===== config.mk =====
export PLATFORM = sky130hd
export DESIGN_NAME = lv_lbist_seq
export DESIGN_NICKNAME = d
export VERILOG_FILES = /design/src/rtl/lv_lbist_seq.sv
export SDC_FILE = /design/constraint.sdc
export NUM_CORES = 1
export LEC_CHECK = 0
export CAP_MARGIN = 15
export CORE_MARGIN = 3
export CORE_UTILIZATION = 35
export CTS_BUF_LIST = sky130_fd_sc_hd__clkbuf_4
export DETAILED_ROUTE_END_ITERATION = 8
export PLACE_DENSITY = 0.6
export RECOVER_POWER = 25
export SETUP_SLACK_MARGIN = 0.2
export SLEW_MARGIN = 20
export SYNTH_ARGS = -nofsm -noshare
export SYNTH_HDL_FRONTEND = slang
export SYNTH_SLANG_ARGS = --single-unit

===== constraint.sdc =====
create_clock -name i_clk -period 2.6 [get_ports i_clk]
set_clock_uncertainty 0.1 [all_clocks]
set_input_delay 0.65 -clock i_clk [delete_from_list [all_inputs] [get_ports i_clk]]
set_output_delay 0.65 -clock i_clk [all_outputs]
set_load 0.05 [all_outputs]

===== src/rtl/lv_lbist_seq.sv =====
// lv_lbist_seq -- low-voltage logic BIST sequencer.
//
// Walks the BIST channels one at a time. Each channel receives REQ_NUM
// request/ack handshakes separated by a one-cycle gap. A channel passes when
// at least OK_TH of its acks arrive without an error flag and all of them
// arrive before the per-channel timeout. An external fault pulse seen while
// busy is recorded separately. Dropping i_bist_en aborts a run; evaluated
// results are kept.
//
// Optional feature (macro LV_LBIST_RETRY_EN): a channel that fails is re-run
// once from scratch and only the retry result is kept.
//
// Ports:
//   i_clk          clock, rising edge
//   i_rst_n        asynchronous active-low reset
//   i_bist_en      level: high starts/holds a run, low aborts or ends it
//   o_ch_req       registered one-hot (or zero) request per channel
//   i_ch_ack       single-cycle ack per channel
//   i_ch_err       error flag, valid only with the matching ack bit
//   i_fault_pulse  external fault pulse, monitored while busy
//   o_ch_rult      per-channel result, 1 = pass
//   o_fault_rult   1 = no fault pulse seen during the run
//   o_bist_busy    high while requesting, in gap or evaluating
//   o_lv_bist_done high once every channel has been evaluated
module lv_lbist_seq #(
  parameter int CH_NUM  = 4,
  parameter int REQ_NUM = 4,
  parameter int OK_TH   = 3,
  parameter int CLK_M   = 1,
  parameter int TMO_TH  = 2000 * CLK_M
) (
  input  logic              i_clk,
  input  logic              i_rst_n,
  input  logic              i_bist_en,
  output logic [CH_NUM-1:0] o_ch_req,
  input  logic [CH_NUM-1:0] i_ch_ack,
  input  logic [CH_NUM-1:0] i_ch_err,
  input  logic              i_fault_pulse,
  output logic [CH_NUM-1:0] o_ch_rult,
  output logic              o_fault_rult,
  output logic              o_bist_busy,
  output logic              o_lv_bist_done
);

  localparam int CW = (CH_NUM > 1) ? $clog2(CH_NUM) : 1;
  localparam int NW = $clog2(REQ_NUM + 1);
  localparam int TW = $clog2(TMO_TH);

  localparam logic [CW-1:0] CH_LAST  = CW'(CH_NUM - 1);
  localparam logic [NW-1:0] REQ_MAX  = NW'(REQ_NUM);
  localparam logic [NW-1:0] OK_MIN   = NW'(OK_TH);
  localparam logic [TW-1:0] TMO_LAST = TW'(TMO_TH - 1);

  typedef enum logic [2:0] {
    S_IDLE = 3'd0,
    S_REQ  = 3'd1,
    S_GAP  = 3'd2,
    S_EVAL = 3'd3,
    S_DONE = 3'd4
  } state_e;

  state_e              state_q, state_d;
  logic [CW-1:0]       ch_idx_q, ch_idx_d;
  logic [NW-1:0]       issued_q, issued_d;
  logic [NW-1:0]       ok_q, ok_d;
  logic [TW-1:0]       tmo_q, tmo_d;
  logic                tmo_hit_q, tmo_hit_d;
  logic [CH_NUM-1:0]   ch_rult_q, ch_rult_d;
  logic                fault_q, fault_d;
  logic [CH_NUM-1:0]   ch_req_q, ch_req_d;
  logic                clr_s;
  logic                busy_s;
  logic                pass_s;
`ifdef LV_LBIST_RETRY_EN
  logic                retry_q, retry_d;
`endif

  assign busy_s = (state_q == S_REQ) || (state_q == S_GAP) || (state_q == S_EVAL);
  assign pass_s = (ok_q >= OK_MIN) && !tmo_hit_q;

  // Next-state, counter and result logic.
  always_comb begin
    state_d   = state_q;
    ch_idx_d  = ch_idx_q;
    issued_d  = issued_q;
    ok_d      = ok_q;
    tmo_d     = tmo_q;
    tmo_hit_d = tmo_hit_q;
    ch_rult_d = ch_rult_q;
    clr_s     = 1'b0;
    // A fault pulse during a run latches the fault result low until restart.
    fault_d   = (busy_s && i_fault_pulse) ? 1'b0 : fault_q;
`ifdef LV_LBIST_RETRY_EN
    retry_d   = retry_q;
`endif

    case (state_q)
      S_IDLE: begin
        if (i_bist_en) begin
          state_d   = S_REQ;
          ch_idx_d  = '0;
          ch_rult_d = '1;
          fault_d   = 1'b1;
          clr_s     = 1'b1;
        end else begin
          state_d = S_IDLE;
        end
      end
      S_REQ: begin
        if (!i_bist_en) begin
          state_d = S_IDLE;
          clr_s   = 1'b1;
        end else if (tmo_q == TMO_LAST) begin
          // Timeout beats a same-cycle ack; that ack is dropped.
          state_d   = S_EVAL;
          tmo_hit_d = 1'b1;
        end else begin
          tmo_d = tmo_q + 1'b1;
          if (i_ch_ack[ch_idx_q]) begin
            state_d  = S_GAP;
            issued_d = (issued_q != REQ_MAX) ? issued_q + 1'b1 : issued_q;
            ok_d     = (!i_ch_err[ch_idx_q] && (ok_q != REQ_MAX)) ? ok_q + 1'b1 : ok_q;
          end else begin
            state_d = S_REQ;
          end
        end
      end
      S_GAP: begin
        if (!i_bist_en) begin
          state_d = S_IDLE;
          clr_s   = 1'b1;
        end else if (tmo_q == TMO_LAST) begin
          state_d   = S_EVAL;
          tmo_hit_d = 1'b1;
        end else begin
          tmo_d   = tmo_q + 1'b1;
          state_d = (issued_q == REQ_MAX) ? S_EVAL : S_REQ;
        end
      end
      S_EVAL: begin
        clr_s = 1'b1;
        if (!i_bist_en) begin
          // Abort wins: this channel keeps its initial 1.
          state_d = S_IDLE;
`ifdef LV_LBIST_RETRY_EN
        end else if (!pass_s && !retry_q) begin
          // First failure: re-run the same channel, result comes from the retry.
          state_d = S_REQ;
          retry_d = 1'b1;
`endif
        end else begin
          ch_rult_d[ch_idx_q] = pass_s;
`ifdef LV_LBIST_RETRY_EN
          retry_d = 1'b0;
`endif
          if (ch_idx_q == CH_LAST) begin
            state_d = S_DONE;
          end else begin
            ch_idx_d = ch_idx_q + 1'b1;
            state_d  = S_REQ;
          end
        end
      end
      S_DONE: begin
        if (!i_bist_en) begin
          state_d = S_IDLE;
        end else begin
          state_d = S_DONE;
        end
      end
      default: begin
        state_d = S_IDLE;
        clr_s   = 1'b1;
      end
    endcase

    if (clr_s) begin
      issued_d  = '0;
      ok_d      = '0;
      tmo_d     = '0;
      tmo_hit_d = 1'b0;
    end else begin
      tmo_hit_d = tmo_hit_d;
    end

`ifdef LV_LBIST_RETRY_EN
    if (state_d == S_IDLE) begin
      retry_d = 1'b0;
    end else begin
      retry_d = retry_d;
    end
`endif

    // Request is registered so it is high exactly while the FSM sits in REQ.
    ch_req_d = '0;
    if (state_d == S_REQ) begin
      ch_req_d[ch_idx_d] = 1'b1;
    end else begin
      ch_req_d = '0;
    end
  end

  // State, counter and output registers.
  always_ff @(posedge i_clk or negedge i_rst_n) begin
    if (!i_rst_n) begin
      state_q   <= S_IDLE;
      ch_idx_q  <= '0;
      issued_q  <= '0;
      ok_q      <= '0;
      tmo_q     <= '0;
      tmo_hit_q <= 1'b0;
      ch_rult_q <= '1;
      fault_q   <= 1'b1;
      ch_req_q  <= '0;
    end else begin
      state_q   <= state_d;
      ch_idx_q  <= ch_idx_d;
      issued_q  <= issued_d;
      ok_q      <= ok_d;
      tmo_q     <= tmo_d;
      tmo_hit_q <= tmo_hit_d;
      ch_rult_q <= ch_rult_d;
      fault_q   <= fault_d;
      ch_req_q  <= ch_req_d;
    end
  end

`ifdef LV_LBIST_RETRY_EN
  // Retry-taken flag for the channel under test.
  always_ff @(posedge i_clk or negedge i_rst_n) begin
    if (!i_rst_n) begin
      retry_q <= 1'b0;
    end else begin
      retry_q <= retry_d;
    end
  end
`endif

  assign o_ch_req       = ch_req_q;
  assign o_ch_rult      = ch_rult_q;
  assign o_fault_rult   = fault_q;
  assign o_bist_busy    = busy_s;
  assign o_lv_bist_done = (state_q == S_DONE);

endmodule


==> impl_metrics.toml <==
[outcome]
run_status = "completed"

[timing]
grt_setup_unrepaired = "no"
maxSlewHeadroom_pct = 47.7
min_period_ps = 2260
setup_violations = 0
setup-tns-final_ps = 0
hold_viol_final = 0
holdWs_ps = 393
max_freq_ghz = 0.442
period_share_pct = 87.0
slew_violations = 0
worst_pin_slew_ps = 784

[floorplanning]
core_um2 = 4910
die_h_um = 78.6
ios = 23
die_area_um2 = 6170
rows = 25
die_w_um = 78.6
start_util_pct = 37.5

[place]
port_buffers = 22
dpl.hpwl_mm = 2.86
gp_congestion = 0.788

[clocking]
root_buffer = "clkbuf_4"
cts_hold_buffers = 0
h-tree-depth = 2
ctsResizeCount = 5
cts_tree = "built"
clockBufferDepth = 2
clock_latency_ps = 340
clkTransAtPathRegs_ps = 100
cts_sinks = 32
cts-buffers-inserted = 5
post-cts-setup-buffers = 0

[critical_path]
path_cells = "nor2_1 > nor2_1 > buf_12"
cp_slowest_cell = "dfrtp_1"
cp_max_fo = 14
reg2reg_from = "state_q[1]$_DFF_PN0_"
reg2reg_slack_ps = 520
required_ps = 1850
cp_common_cell = "nor2_1"
cp-end-kind = "primary output"
cp-endpoint = "o_bist_busy"
worst_setup_path_start_kind = "register"
r2r-end = "ok_q[0]$_DFFE_PN0P_"
cp-startpoint = "state_q[1]$_DFF_PN0_"
reg2reg_depth = 5
criticalPathCategory = "register to primary output"
arrival_ps = 1510
critPathMaxStageDelay_ps = 620

[synth]
seq_area_frac_synth_pct = 43.8
synth_cell_types = 54
synth_seq_cells = 32
synth_xor_area_share_pct = 5.63
synth_warnings = 0
synth-adder-area-share_pct = 4.07
avgSynthCellArea_um2 = 9.96
synth_top_family_by_area = "simple AND/OR/NAND/NOR gates"
synth-async-reset-ratio_pct = 100
syn-num-nets = 203
synth_area_um2 = 1840
synthCells = 185
synth_edf_count = 0
synthFlopType = "dfrtp_1"
synthSimpleGateAreaFrac_pct = 23.2
synthMuxAreaShare_pct = 3.80
synth-compound-area-share_pct = 15.1

[flow_run]
maxCapViolCount = 0

[layout]
final_nets = 231
drive_gt1_share_pct = 17.4
diodes = 0
area_growth_pct = 20.1

[power_and_ir_drop]
worst_ir_drop_vdd_mv = 0.235
finalPower_mw = 1.01
power_leakage_nw = 0.921
p_per_area_nw_per_um2 = 458

[routing]
wl_mm = 3.81
drtAntennaViolNets = 0
drc = 0
vias = 1417
wl_per_cell_um = 13.6
drt_iter0_drc = 53
avgViaCountPerCell = 5.06
drt_pass1_iterations = 4

[global_routing]
track_usage_pct = 13.8
grt_max_degree = 33
antenna_found_initial = 0
overflow = 0
grt_pass1_vias = 1372
grt_pass1_wl_mm = 6.71

[min_path]
hp-class = "register to register"
## placed cells by master (no fill, tap or decap), drive strengths merged, types with 2 or more instances in the layout
master,netlist,final
dlygate4sd2,0,5
mux4,2,2
inv,8,8
nor2b,4,4
clkinv,0,2
nand2b,2,2
a31oi,4,4
nor2,21,21
o31ai,3,3
and2,3,3
clkbuf,0,6
nand3,8,8
nor4bb,2,2
clkdlybuf4s50,0,14
nor4,2,2
nor4b,2,2
nor3,4,4
xor2,6,6
o21ai,11,11
a22o,2,2
o22a,3,3
and3,4,4
nand4,2,2
ha,6,6
dfrtp,27,27
buf,9,9
dfstp,5,5
xnor2,5,5
a21oi,8,8
a211oi,2,2
nand2,16,16
## sequential cells by signal, summed over array words and instances, names as in the netlist
register and count:
tmo_q 11, o_ch_req 4, o_ch_rult 4, issued_q 3
ok_q 3, state_q 3, ch_idx_q 2, o_fault_rult 1
tmo_hit_q 1
## layer usage
metal  routed length (um)  part of all wire, %  track usage (%)
met1                 1920                   50             19.0
met2                 1680                   44             21.1
met5                    0                    0                0
met3                  152                  4.0             3.67
met4                   51                  1.3             4.20
## through the flow
step	area [um^2]	setup slack (ps)	std cells	util [%]
floorplan	1840	600	185	-
global placement	2180	73.7	273	44.3
detailed placement	2180	34.2	273	44.3
CTS	2220	325	280	45.1
global route	2210	219	280	45.1
finish	2210	338	280	45.1
## how the worst min path moves through the flow
stage	startpoint	end	cells after the start
after floorplan	i_rst_n	ch_idx_q[0]$_DFF_PN0_	0
after global placement	o_fault_rult$_DFF_PN1_	o_fault_rult$_DFF_PN1_	2
after detailed placement	o_fault_rult$_DFF_PN1_	o_fault_rult$_DFF_PN1_	2
after CTS	o_fault_rult$_DFF_PN1_	o_fault_rult$_DFF_PN1_	2
after global routing	o_ch_rult[3]$_DFFE_PN1P_	o_ch_rult[3]$_DFFE_PN1P_	1
final	o_fault_rult$_DFF_PN1_	o_fault_rult$_DFF_PN1_	2
## Yosys cell counts, types with 3 or more instances
cell type	number	area share, %
a21oi_1	7	1.9
a31oi_1	4	1.4
and3_1	4	1.4
buf_2	7	1.9
dfrtp_1	27	37
dfstp_2	5	7.1
ha_1	6	4.1
inv_1	8	1.6
nand2_1	16	3.3
nand3_1	7	1.9
nor2_1	19	3.9
nor2b_1	4	1.4
nor3_1	3	0.81
o21ai_1	8	2.2
o31ai_1	3	1.2
xnor2_1	5	2.4
xor2_1	5	2.4
## critical path: cells and delay by family (launching register included)
family / cells / cell delay (ps)
and+or+nand+nor: 2 / 380
DFF: 1 / 620
buffers and inverters: 1 / 180
## power breakdown
| group | internal, mW | switching, mW |
|---|---|---|
| registers | 0.522 | 0.0227 |
| clock network | 0.0942 | 0.167 |
| logic | 0.0836 | 0.125 |
## kinds of logic after synthesis
kind of cell / Yosys count
adders and majority gates: 6
DFF: 32
xor gates and xnor gates: 11
and+or+nand+nor: 75
buffers and inverters: 17
AOI/OAI and AO/OA: 40
muxes: 4
## layout make-up
type	instances	area, um^2
clock buffer	5	37.5
tap	67	83.8
clock inverter	2	7.51
timing repair buffer	30	292
fill	504	2700
inverter	8	30.0
sequential	32	807
multi-input combinational	136	956
No activity file was read; power rests on OpenSTA's default activity.
